**config.mk**
```make
export PLATFORM = sky130hd
export DESIGN_NAME = elevator_door_controller
export DESIGN_NICKNAME = d
export VERILOG_FILES = /design/src/rtl/elevator_door_controller.sv
export SDC_FILE = /design/constraint.sdc
export NUM_CORES = 1
export LEC_CHECK = 0
export CAP_MARGIN = 40
export CORE_MARGIN = 10
export CORE_UTILIZATION = 40
export CTS_CLUSTER_SIZE = 28
export DETAILED_ROUTE_END_ITERATION = 10
export GPL_ROUTABILITY_DRIVEN = 1
export PLACE_DENSITY = 0.79
export SLEW_MARGIN = 20
export SYNTH_ARGS = -nofsm -noshare
export SYNTH_HDL_FRONTEND = slang
export SYNTH_SLANG_ARGS = --single-unit
```
**constraint.sdc**
```tcl
create_clock -name clk -period 3.7 [get_ports clk]
set_clock_uncertainty 0.2 [all_clocks]
set_input_delay 0.555 -clock clk [delete_from_list [all_inputs] [get_ports clk]]
set_output_delay 0.555 -clock clk [all_outputs]
set_load 0.005 [all_outputs]
```
**src/rtl/elevator_door_controller.sv**
```systemverilog
// Elevator car door sequencer: CLOSED -> OPENING -> OPEN -> CLOSING.
// One clk cycle is one timing tick from the upstream frequency divider.
// The door reopens fully on obstruction or an open request while closing.
// A sticky interlock fault is raised if the car moves with the door not closed.
`timescale 1ns/1ps

module elevator_door_controller #(
  parameter int OPEN_TIME    = 5,
  parameter int TRANSIT_TIME = 2,
  parameter int TIMER_W      = 4
) (
  input  logic               clk,
  input  logic               rst_n,
  input  logic               open_req,
  input  logic               close_req,
  input  logic               obstruction,
  input  logic               moving,
  output logic [1:0]         state,
  output logic [TIMER_W-1:0] timer,
  output logic               door_closed,
  output logic               door_open,
  output logic               door_busy,
  output logic               fault
);

  typedef enum logic [1:0] {
    ST_CLOSED  = 2'd0,
    ST_OPENING = 2'd1,
    ST_OPEN    = 2'd2,
    ST_CLOSING = 2'd3
  } door_state_e;

  // Reload values: a state lasts exactly its duration because the exit
  // happens on the cycle the timer is already at zero.
  localparam logic [TIMER_W-1:0] OPEN_LOAD    = TIMER_W'(OPEN_TIME - 1);
  localparam logic [TIMER_W-1:0] TRANSIT_LOAD = TIMER_W'(TRANSIT_TIME - 1);
  localparam logic [TIMER_W-1:0] TIMER_ZERO   = {TIMER_W{1'b0}};
  localparam logic [TIMER_W-1:0] TIMER_ONE    = TIMER_W'(1);

  door_state_e        state_r;
  door_state_e        next_state_s;
  logic [TIMER_W-1:0] timer_r;
  logic [TIMER_W-1:0] next_timer_s;
  logic               fault_r;
  logic               door_closed_r;
  logic               door_open_r;
  logic               door_busy_r;
  logic               timer_done_s;
  logic               reopen_s;

  assign timer_done_s = (timer_r == TIMER_ZERO);
  assign reopen_s     = obstruction | open_req;

  // Next-state and timer reload/decrement decision for the door sequence.
  always_comb begin
    next_state_s = state_r;
    next_timer_s = timer_r;
    case (state_r)
      ST_CLOSED: begin
        // A request while the car is moving is dropped, not remembered.
        if (open_req && !moving) begin
          next_state_s = ST_OPENING;
          next_timer_s = TRANSIT_LOAD;
        end else begin
          next_state_s = ST_CLOSED;
          next_timer_s = TIMER_ZERO;
        end
      end
      ST_OPENING: begin
        // Door mechanics are committed once opening starts; inputs ignored.
        if (timer_done_s) begin
          next_state_s = ST_OPEN;
          next_timer_s = OPEN_LOAD;
        end else begin
          next_state_s = ST_OPENING;
          next_timer_s = timer_r - TIMER_ONE;
        end
      end
      ST_OPEN: begin
        // Holding the door (obstruction or request) wins over an early close.
        if (reopen_s) begin
          next_state_s = ST_OPEN;
          next_timer_s = OPEN_LOAD;
        end else if (close_req || timer_done_s) begin
          next_state_s = ST_CLOSING;
          next_timer_s = TRANSIT_LOAD;
        end else begin
          next_state_s = ST_OPEN;
          next_timer_s = timer_r - TIMER_ONE;
        end
      end
      ST_CLOSING: begin
        // Reopen restarts the full opening transit; no credit for progress.
        if (reopen_s) begin
          next_state_s = ST_OPENING;
          next_timer_s = TRANSIT_LOAD;
        end else if (timer_done_s) begin
          next_state_s = ST_CLOSED;
          next_timer_s = TIMER_ZERO;
        end else begin
          next_state_s = ST_CLOSING;
          next_timer_s = timer_r - TIMER_ONE;
        end
      end
      default: begin
        next_state_s = ST_CLOSED;
        next_timer_s = TIMER_ZERO;
      end
    endcase
  end

  // State, timer, sticky fault and registered status flags.
  always_ff @(posedge clk) begin
    if (!rst_n) begin
      state_r       <= ST_CLOSED;
      timer_r       <= TIMER_ZERO;
      fault_r       <= 1'b0;
      door_closed_r <= 1'b1;
      door_open_r   <= 1'b0;
      door_busy_r   <= 1'b0;
    end else begin
      state_r       <= next_state_s;
      timer_r       <= next_timer_s;
      // Interlock looks at the door state present when the car moves.
      fault_r       <= fault_r | (moving & (state_r != ST_CLOSED));
      door_closed_r <= (next_state_s == ST_CLOSED);
      door_open_r   <= (next_state_s == ST_OPEN);
      door_busy_r   <= (next_state_s == ST_OPENING) | (next_state_s == ST_CLOSING);
    end
  end

  assign state       = state_r;
  assign timer       = timer_r;
  assign fault       = fault_r;
  assign door_closed = door_closed_r;
  assign door_open   = door_open_r;
  assign door_busy   = door_busy_r;

endmodule

```
# ---- Yosys cells after proc, flatten, opt, wreduce, memory -nomap -nowiden
# Index checks and enable logic that the tools add are counted.
dict set report classes {
  muxes 14
  n_addsub 1
  n_lt_le_gt_ge 0
  reduce_logical 7
  n_eq_ne 6
  n_bitwise 4
  shift 0
  mul 0
  div 0
}
# cell count
set ops {}
lappend ops {{4-bit two-way mux} 5}
lappend ops {{4-bit one-hot mux with 4 select lines} 1}
lappend ops {{2-bit == test (second input constant)} 4}
lappend ops {{2-bit one-hot mux with 4 select lines} 1}
lappend ops {{2-bit two-way mux} 3}
lappend ops {{2-bit by 1-bit == test with 1-bit output (second input constant)} 2}
lappend ops {{2-bit zero test} 2}
lappend ops {{4-bit zero test} 1}
lappend ops {{1-bit two-way mux} 4}
lappend ops {{4-bit by 1-bit subtractor with 4-bit output (second input constant)} 1}
lappend ops {{1-bit bitwise OR} 3}
lappend ops {{2-bit nonzero test} 1}
lappend ops {{1-bit bitwise AND} 1}
lappend ops {{1-bit logical AND} 1}
lappend ops {{1-bit zero test} 1}
lappend ops {{1-bit logical OR} 1}
dict set report totals {
  ramBits 0
  romBits 0
  regBits 10
  memories 0
  latch_bits 0
}

# ---- Logic depth before layout (Yosys ltp)
# Gate-level depths: netlist (run 1).
dict set report logic_depth {
  ltp_word 7
  ltp_mapped 5
  depth_no_buf 5
}

# ---- Least setup slack after synthesis (run 1)
# Ideal clock, no wire load.
dict set report synth_timing {
  kind {register to register}
  from {register timer_r[0], in the netlist timer[0]}
  to {register timer_r[2], in the netlist timer[2]}
  path_stages_with_launch 6
  n_path_buf 0
  setup_ns 0.122
  period_less_slack_ns 1.751
  path_slack_ns 1.949
  arrival_time_ns 1.430
  t_required_ns 3.378
  cell_sequence {dfxtp_1 -> inv_1 -> ha_1 -> or3b_4 -> and3_1 -> o311a_1}
}
dict set report synth_between {
  elab_chain_cells 5
}
# item line
set synth_rtl {}
lappend synth_rtl {{start: declaration} 42} ;# logic [TIMER_W-1:0] timer_r;
lappend synth_rtl {{start signal: assignment} 123} ;# timer_r <= next_timer_s;
lappend synth_rtl {{branches (longest 4 deep; another with 4-bit by 1-bit subtractor with 4-bit output)} -}
lappend synth_rtl {{4-bit one-hot mux with 4 select lines *} 58} ;# case (state_r)
# Mark *: on every way between the ends.
# A chain may end at the register's enable or synchronous reset.

# ---- Final worst setup path (run 1)
dict set report layout_timing {
  from {register state_r[0], in the netlist state[0]}
  to {output state[0]}
}
# item line
set layout_lines {}
lappend layout_lines {{start: declaration} 40} ;# door_state_e state_r;
lappend layout_lines {{start signal: assignment} 122} ;# state_r <= next_state_s;
lappend layout_lines {{end: declaration} 18} ;# output logic [1:0] state,
# No word-level cell between the ends.

==> impl_results.md, run 1 <==
- Reg2Reg Setup Slack: 1.84 ns
- Crit path arrival time: 1.44 ns
- Synth Cell Area: 533 um2
- CORE AREA: 1280 um2
- IO Port Bufs: 15
- Gr ovfl total: 0
- Vias in the first global route: 500
- Slew Viols, Final: 0
- Number of DRC markers in iteration 0: 24
- Synth unique cells: 29
- Critical path, cell by cell: clkdlybuf4s50_1
- Net count, final: 86
- Most frequent cells in the layout: 15 x clkdlybuf4s50_1, 10 x dfxtp_1, 7 x o21ai_0
- DRC viols: 0
- Hold depth: 2
- Max cap viols: 0
- Final Setup Violations: 0
- CTS Hold Bufs: 0
- Synth warn: 0
- Area of the multi-input gates: 302 um2
- Area after DPL: 686 um2
- Share of layout cells above drive strength 1: 11.5%
- Synth Instances: 61
- Setup bufs post-CTS: 0
- Die footprint: 3190 um2
- Root buf cell: clkbuf_4
- Max FO, Critical Path: 15
- Sequential share of the synthesized area: 37.6%
- Total Routing Usage GR: 8.94%
- I/O pin cnt: 16
- Clock slew at reported path FFs: 0.07 ns
- Worst relative slew slack: 71.8%
- Worst Reg-to-Reg Cells: 5
- Worst slew pin tran: 0.422 ns
- Die height: 56.5 um
- Reg2reg start: timer[0]
- Final Critical Period: 2.20 ns
- Max stage delay on crit path: 0.59 ns
- WP data required: 2.94 ns
- Syn_nets: 68
- Clock Latency Late Sink: 0.27 ns
- CP max-delay cell: clkdlybuf4s50_1
- Synth-to-layout area growth: 35.4%
- Average wire per standard cell: 13.9 um
- Fmax: 455 MHz
- Final instance area: 722 um2
- Hold_ws: 0.249 ns
- TritonRoute pass-1 iters: 4
- Maximum clock insertion buffer count: 2
- Reg area: 200 um2
- Final core utilization: 56.2%
- Diodes inserted: 0
- Worst hold start: fault
- WL final: 1290 um
- Synth Register Bits: 10
- Cell Pwr Density: 405 nW/um2
- Startpoint type of the worst setup path: flop
- Num rows: 13
- TNS Setup: 0 ns
- CTS tree: done
- Worst path top cell family by delay: buffers and inverters
- CP Capture Type: output port
- Syn avg cell area: 8.74 um2
- Num CTS Buffers: 3
- Sink Count: 10
- Buf/Inv on CP: 1
- Initial core utilization: 41.5%
- Commonest non-fill, non-tap cell in the layout: clkdlybuf4s50_1
- First-pass GRT wire length: 2340 um
- Die width: 56.5 um
- Total power: 292 uW
- Initial antenna violation count: 0
- Vias: 510
- Crit path kind: flop to output port
- Maximum VDD drop: 0.193 mV
- Lkg Pwr: 0.278 nW
- Status: finished clean
- Path type of the worst min-delay path: flop to flop
- Vias/cell: 5.48
- Hold EP: fault
- Final hold vios: 0
- Detailed-placement wirelength estimate: 948 um
- RSZ-0062 raised after global routing: no
- Fillers: 124
- Largest net degree at the start of global routing: 16
- Post-cts resize count: 0
- GP Congestion: 0.767
- Worst R2R End: timer[2]
- Routed Antenna Nets: 0
- Period Utilization, post-route: 59.4%
- H-tree depth: 1
metal layers:
metal / wire (um) / vias up / track usage, %
met2: 601 / 17 / 13.2
li1: - / 255 / -
met3: 121 / 5 / 4.27
met1: 535 / 233 / 9.80
met4: 34 / 0 / 6.19
met5: 0 / - / 0
state kept, by name, indices dropped and copies added (netlist names):
name and count:
fault 1, door_open 1, state 2, door_closed 1
timer 4, door_busy 1
cell usage after synthesis:
| cell | number | share of area, % |
|---|---|---|
| o2111ai_1 | 1 | 1.6 |
| buf_6 | 1 | 2.1 |
| ha_1 | 1 | 2.3 |
| o311a_1 | 1 | 1.9 |
| or3b_4 | 1 | 2.1 |
| nor2_1 | 5 | 3.5 |
| nor2b_1 | 2 | 2.3 |
| nor3_1 | 4 | 3.8 |
| buf_2 | 1 | 0.94 |
| and2b_2 | 1 | 1.6 |
| and3_1 | 1 | 1.2 |
| and2_1 | 1 | 1.2 |
| a21o_1 | 1 | 1.4 |
| o21ai_0 | 7 | 6.6 |
| dfxtp_1 | 10 | 38 |
| nor4b_2 | 1 | 2.8 |
| o211a_1 | 1 | 1.9 |
| xnor2_1 | 2 | 3.3 |
| a21oi_1 | 3 | 2.8 |
| nand3_1 | 1 | 0.94 |
| nor3b_2 | 1 | 2.3 |
| a31oi_1 | 2 | 2.3 |
| o21bai_1 | 1 | 1.4 |
| inv_1 | 4 | 2.8 |
| o32ai_1 | 1 | 1.6 |
| nand2_1 | 2 | 1.4 |
| nor4b_1 | 1 | 1.6 |
| a21boi_0 | 2 | 2.8 |
| or2b_2 | 1 | 1.6 |
worst min-delay path: stages, from the launching register on:
cell,delay (ns)
dfxtp_1,0.31
inv_1,0.04
a21oi_1,0.05
metrics by stage:
stage               cells  setup WS (ns)
floorplan              61           1.95
global placement       89           1.62
detailed placement     89           1.60
CTS                    93           1.49
global route           93           1.39
finish                 93           1.50
logic make-up after synthesis:
| kind of cell | after synthesis | synth area share [%] |
|---|---|---|
| AO/OA/AOI/OAI | 20 | 24.4 |
| XOR/XNOR | 2 | 3.29 |
| adder cells (fa/ha/maj) | 1 | 2.35 |
| buffers and inverters | 6 | 5.87 |
| flip-flops | 10 | 37.6 |
| AND/OR/NAND/NOR | 22 | 26.5 |
area by class of cell:
class | instances | area share [%]
clock buffer | 4 | 5.03
inverter | 4 | 2.08
multi-input combinational | 45 | 41.8
sequential | 10 | 27.7
tap | 15 | 2.60
timing repair buffer | 15 | 20.8
worst max path at each step:
stage | slack [ns] | endpoint | start | cells after the start
finish | 1.50 | state[0] | state[0] | 1
global route | 1.39 | state[0] | state[0] | 1
CTS | 1.49 | state[0] | state[0] | 1
detailed placement | 1.60 | door_open | open_req | 4
global placement | 1.62 | door_open | open_req | 4
floorplan | 1.95 | timer[2] | timer[0] | 5
where the power goes:
part / internal, mW / switching [mW] / total, mW
Combinational: 0.0386 / 0.0285 / 0.0671
Sequential: 0.116 / 0.00958 / 0.126
Clock: 0.0599 / 0.0397 / 0.0996
(Power assumes the default switching activity.)
==> run 2, diff against run 1 <==
clock period = 2.09 ns   (was 3.7 ns; I/O delays follow)
==> run 2 against run 1 <==
  * Clock power increased by 75%
  * Via count increased by 1.2%
  * Count of clock-buffer cells in the layout unchanged
  * Global-route usage decreased by 0.81 points
  * Highest routed layer unchanged
==> impl_results.md, run 2 (synthesis results as in run 1) <==
- Status: finished clean
- Period Utilization, post-route: 93.2%
- Largest register FFs: 4
- Initial core utilization: 41.5%
- First-pass GRT wire length: 2190 um
- Final setup margin: 0.143 ns
- Max stage delay on crit path: 0.59 ns
- GP Congestion: 0.794
- H-tree depth: 1
- Hold EP: fault
- Root buf cell: clkbuf_4
- Startpoint type of the worst setup path: flop
- Initial antenna violation count: 0
- WP data required: 1.58 ns
- I/O pin cnt: 16
- CTS tree: done
- Cell Pwr Density: 714 nW/um2
- RSZ-0062 raised after global routing: no
- Num rows: 13
- Worst Reg-to-Reg Cells: 5
- IO Port Bufs: 15
- Clock Latency Late Sink: 0.26 ns
- Total Routing Usage GR: 8.14%
- Max FO, Critical Path: 15
- Path type of the worst min-delay path: flop to flop
- Reg2Reg Setup Slack: 0.25 ns
- Detailed-placement wirelength estimate: 939 um
- CP max-delay cell: clkdlybuf4s50_1
- Most frequent cells in the layout: 15 x clkdlybuf4s50_1, 10 x dfxtp_1, 7 x o21ai_0
- Worst slew pin tran: 0.421 ns
- Worst R2R End: timer[2]
- Diodes inserted: 0
- Maximum VDD drop: 0.368 mV
- Worst path top cell family by delay: buffers and inverters
- Max cap viols: 0
- Fillers: 116
- Synth-to-layout area growth: 35.4%
- Slew Viols, Final: 0
- Die height: 56.5 um
- Routed Antenna Nets: 0
- Maximum clock insertion buffer count: 2
- CP Capture Type: output port
- Vias: 516
- Largest net degree at the start of global routing: 16
- CORE AREA: 1280 um2
- Vias/cell: 5.55
- Hold depth: 2
- Crit path arrival time: 1.43 ns
- Reg2reg start: timer[0]
- Buf/Inv on CP: 1
- Fmax: 513 MHz
- Number of DRC markers in iteration 0: 10
- Final hold vios: 0
- TNS Setup: 0 ns
- CTS Hold Bufs: 0
- Sink Count: 10
- Worst relative slew slack: 71.9%
- Gr ovfl total: 0
- Final Critical Period: 1.95 ns
- Die width: 56.5 um
- Setup bufs post-CTS: 0
- Num CTS Buffers: 3
- Vias in the first global route: 501
- Final Setup Violations: 0
- Crit path kind: flop to output port
- Average wire per standard cell: 13.4 um
- Clock slew at reported path FFs: 0.07 ns
- Post-cts resize count: 0
- TritonRoute pass-1 iters: 4
- Share of layout cells above drive strength 1: 11.5%
- Worst hold start: fault
- Pre-CTS WS: 0.230 ns
- Critical path, cell by cell: clkdlybuf4s50_1
- DRC viols: 0
- Commonest non-fill, non-tap cell in the layout: clkdlybuf4s50_1
- Die footprint: 3190 um2
- Lkg Pwr: 0.278 nW
- WL final: 1250 um
- Net count, final: 86
run 2: cell counts in the layout (fill, tap and decap cells not counted):
No cell type changed its count.
run 2: cell type report:
class,count,area (um2),share of cell area [%]
sequential,10,200,27.7
multi-input combinational,45,302,41.8
inverter,4,15.0,2.08
tap,15,18.8,2.60
timing repair buffer,15,150,20.8
clock buffer,4,36.3,5.03
run 2: power by group:
| group | internal (mW) | total [mW] | leakage [nW] | switching, mW |
|---|---|---|---|---|
| registers | 0.205 | 0.223 | 0.0817 | 0.0178 |
| logic | 0.0683 | 0.118 | 0.176 | 0.0500 |
| clock network | 0.106 | 0.174 | 0.0210 | 0.0685 |
| total | 0.379 | 0.516 | 0.278 | 0.136 |
run 2: how the worst max path moves through the flow:
stage              from        end  depth (start not counted)
2_1_floorplan  timer[0]   timer[2]                          5
3_3_place_gp   open_req  door_open                          4
3_5_place_dp   open_req  door_open                          4
4_1_cts        state[0]   state[0]                          1
5_1_grt        state[0]   state[0]                          1
6_report       state[0]   state[0]                          1
run 2: metal layers:
layer / global-route usage [%] / wire length [um] / vias up
met5: 0 / 0 / -
met4: 4.12 / 11 / 0
met3: 3.37 / 105 / 2
met2: 12.5 / 582 / 20
met1: 9.31 / 549 / 240
li1: - / - / 254
run 2: stage by stage:
stage	hold WS [ns]	power [mW]	std cells	utilization [%]	area, um2
floorplan	0.190	0.293	61	-	533
global placement	0.236	0.344	89	53.4	686
detailed placement	0.243	0.345	89	53.4	686
CTS	0.253	0.519	93	56.2	722
global route	0.284	0.543	93	56.2	722
finish	0.249	0.516	93	56.2	722
==> run 3, diff against run 2 <==
CORE_MARGIN = unset   (was 10)
CTS_CLUSTER_SIZE = unset   (was 28)
==> run 3 against run 2 <==
  * Final area up 0.87%
  * Clock power about the same
  * Total power up 0.72%
  * Via count down 0.58%
  * Highest routed layer unchanged
==> impl_results.md, run 3 (synthesis results as in run 1) <==
- Num CTS Buffers: 3
- Seq pwr share: 42.0%
- Met3 wire length: 66 um
- TNS Setup: 0 ns
- Net count, final: 87
- Maximum VDD drop: 0.423 mV
- IO Port Bufs: 15
- Dpl cells: 89
- DRC viols: 0
- Startpoint type of the worst setup path: flop
- Routed Antenna Nets: 0
- Slew Viols, Final: 0
- Clock Latency Late Sink: 0.27 ns
- Die footprint: 1480 um2
- Setup bufs post-CTS: 0
- Final Setup Violations: 0
- Crit path kind: flop to flop
- Detailed-placement wirelength estimate: 837 um
- Final core utilization: 62.2%
- Path type of the worst min-delay path: flop to flop
- Initial core utilization: 45.5%
- Worst relative slew slack: 76.4%
- Reg area: 200 um2
- Status: finished clean
- Reg2Reg Setup Slack: 0.23 ns
- Commonest non-fill, non-tap cell in the layout: clkdlybuf4s50_1
- Largest register FFs: 4
- Clock slew at reported path FFs: 0.07 ns
- Largest net degree at the start of global routing: 14
- Int Pwr: 382 uW
- Post-cts resize count: 0
- Worst slew pin tran: 0.352 ns
- Vias in the first global route: 432
- WP data required: 2.04 ns
- Final hold vios: 0
- First-pass GRT wire length: 1840 um
- Root buf cell: clkbuf_4
- Psw: 138 uW
- Average wire per standard cell: 12.0 um
- WL met1: 509 um
- Most frequent cells in the layout: 15 x clkdlybuf4s50_1, 10 x dfxtp_1, 7 x o21ai_0
- Fmax: 536 MHz
- CTS tree: done
- Sink Count: 10
- Period Utilization, post-route: 89.2%
- CORE AREA: 1170 um2
- Non-filler cells, final: 93
- Crit path arrival time: 1.81 ns
- Vias/cell: 5.52
- CTS Hold Bufs: 0
- Gr ovfl total: 0
- Share of layout cells above drive strength 1: 12.7%
- Synth-to-layout area growth: 36.6%
- Number of DRC markers in iteration 0: 15
- Initial antenna violation count: 0
- Die width: 38.5 um
- Gate power share: 23.9%
- TritonRoute pass-1 iters: 4
- Die height: 38.5 um
- RSZ-0062 raised after global routing: no
- Area of the multi-input gates: 302 um2
- GP Congestion: 0.779
- H-tree depth: 1
- Cell Pwr Density: 713 nW/um2
- Diodes inserted: 0
- Fillers: 100
- Final Critical Period: 1.86 ns
- DR WL met2: 520 um
- Total Routing Usage GR: 18.5%
- Lkg Pwr: 0.284 nW
- WL final: 1110 um
- Maximum clock insertion buffer count: 2
- Max FO, Critical Path: 5
- Uppermost layer routed: met4
- Num rows: 12
- Switching Fraction: 26.5%
- Clock power share: 34.1%
- Max cap viols: 0
- Vias: 513
- I/O pin cnt: 16
- CP Capture Type: flop
==> run 3: changes by cell type in the layout (fill, tap and decap cells not counted) <==
| cell | previous run | this run |
|---|---|---|
| buf_4 | 0 | 1 |
==> run 3: worst paths after layout <==
path	startpoint	end	cells after the start
max	timer[0]	timer[2]	5
min	fault	fault	2
min reg2reg	fault	fault	2
max reg2reg	timer[0]	timer[2]	5
==> run 3: worst max-delay path, stage by stage (launching register included) <==
cell	delay, ns
dfxtp_1	0.33
inv_1	0.08
ha_1	0.19
or3b_4	0.42
and3_1	0.19
o311a_1	0.33
==> run 3: layer usage <==
layer | track usage (%) | vias to the layer above
li1 | - | 256
met1 | 21.6 | 240
met2 | 27.5 | 13
met3 | 8.72 | 4
met4 | 10.3 | 0
met5 | 0 | -
==> run 3: through the flow <==
step / hold slack [ns] / cell area [um2] / power (mW) / worst slack, ns
after global placement: 0.236 / 692 / 0.344 / 0.219
after floorplan: 0.190 / 533 / 0.293 / 0.339
after global routing: 0.284 / 728 / 0.549 / 0.146
after detailed placement: 0.237 / 692 / 0.347 / 0.194
final: 0.246 / 728 / 0.519 / 0.226
after CTS: 0.248 / 728 / 0.523 / 0.221
==> run 3: power groups by stage <==
stage / clock, mW / sequential [mW] / combinational [mW]
floorplan: 0 / 0.222 / 0.0710
global placement: 0 / 0.222 / 0.122
detailed placement: 0 / 0.223 / 0.124
CTS: 0.180 / 0.218 / 0.125
global route: 0.190 / 0.220 / 0.138
finish: 0.177 / 0.218 / 0.124
==> run 3: layout make-up <==
class / instances / share of cell area (%)
clock buffers: 4 / 4.98
multi-input cells: 45 / 41.4
flip-flops and latches: 10 / 27.5
inverters: 4 / 2.06
well taps: 14 / 2.41
repair buffers: 16 / 21.6
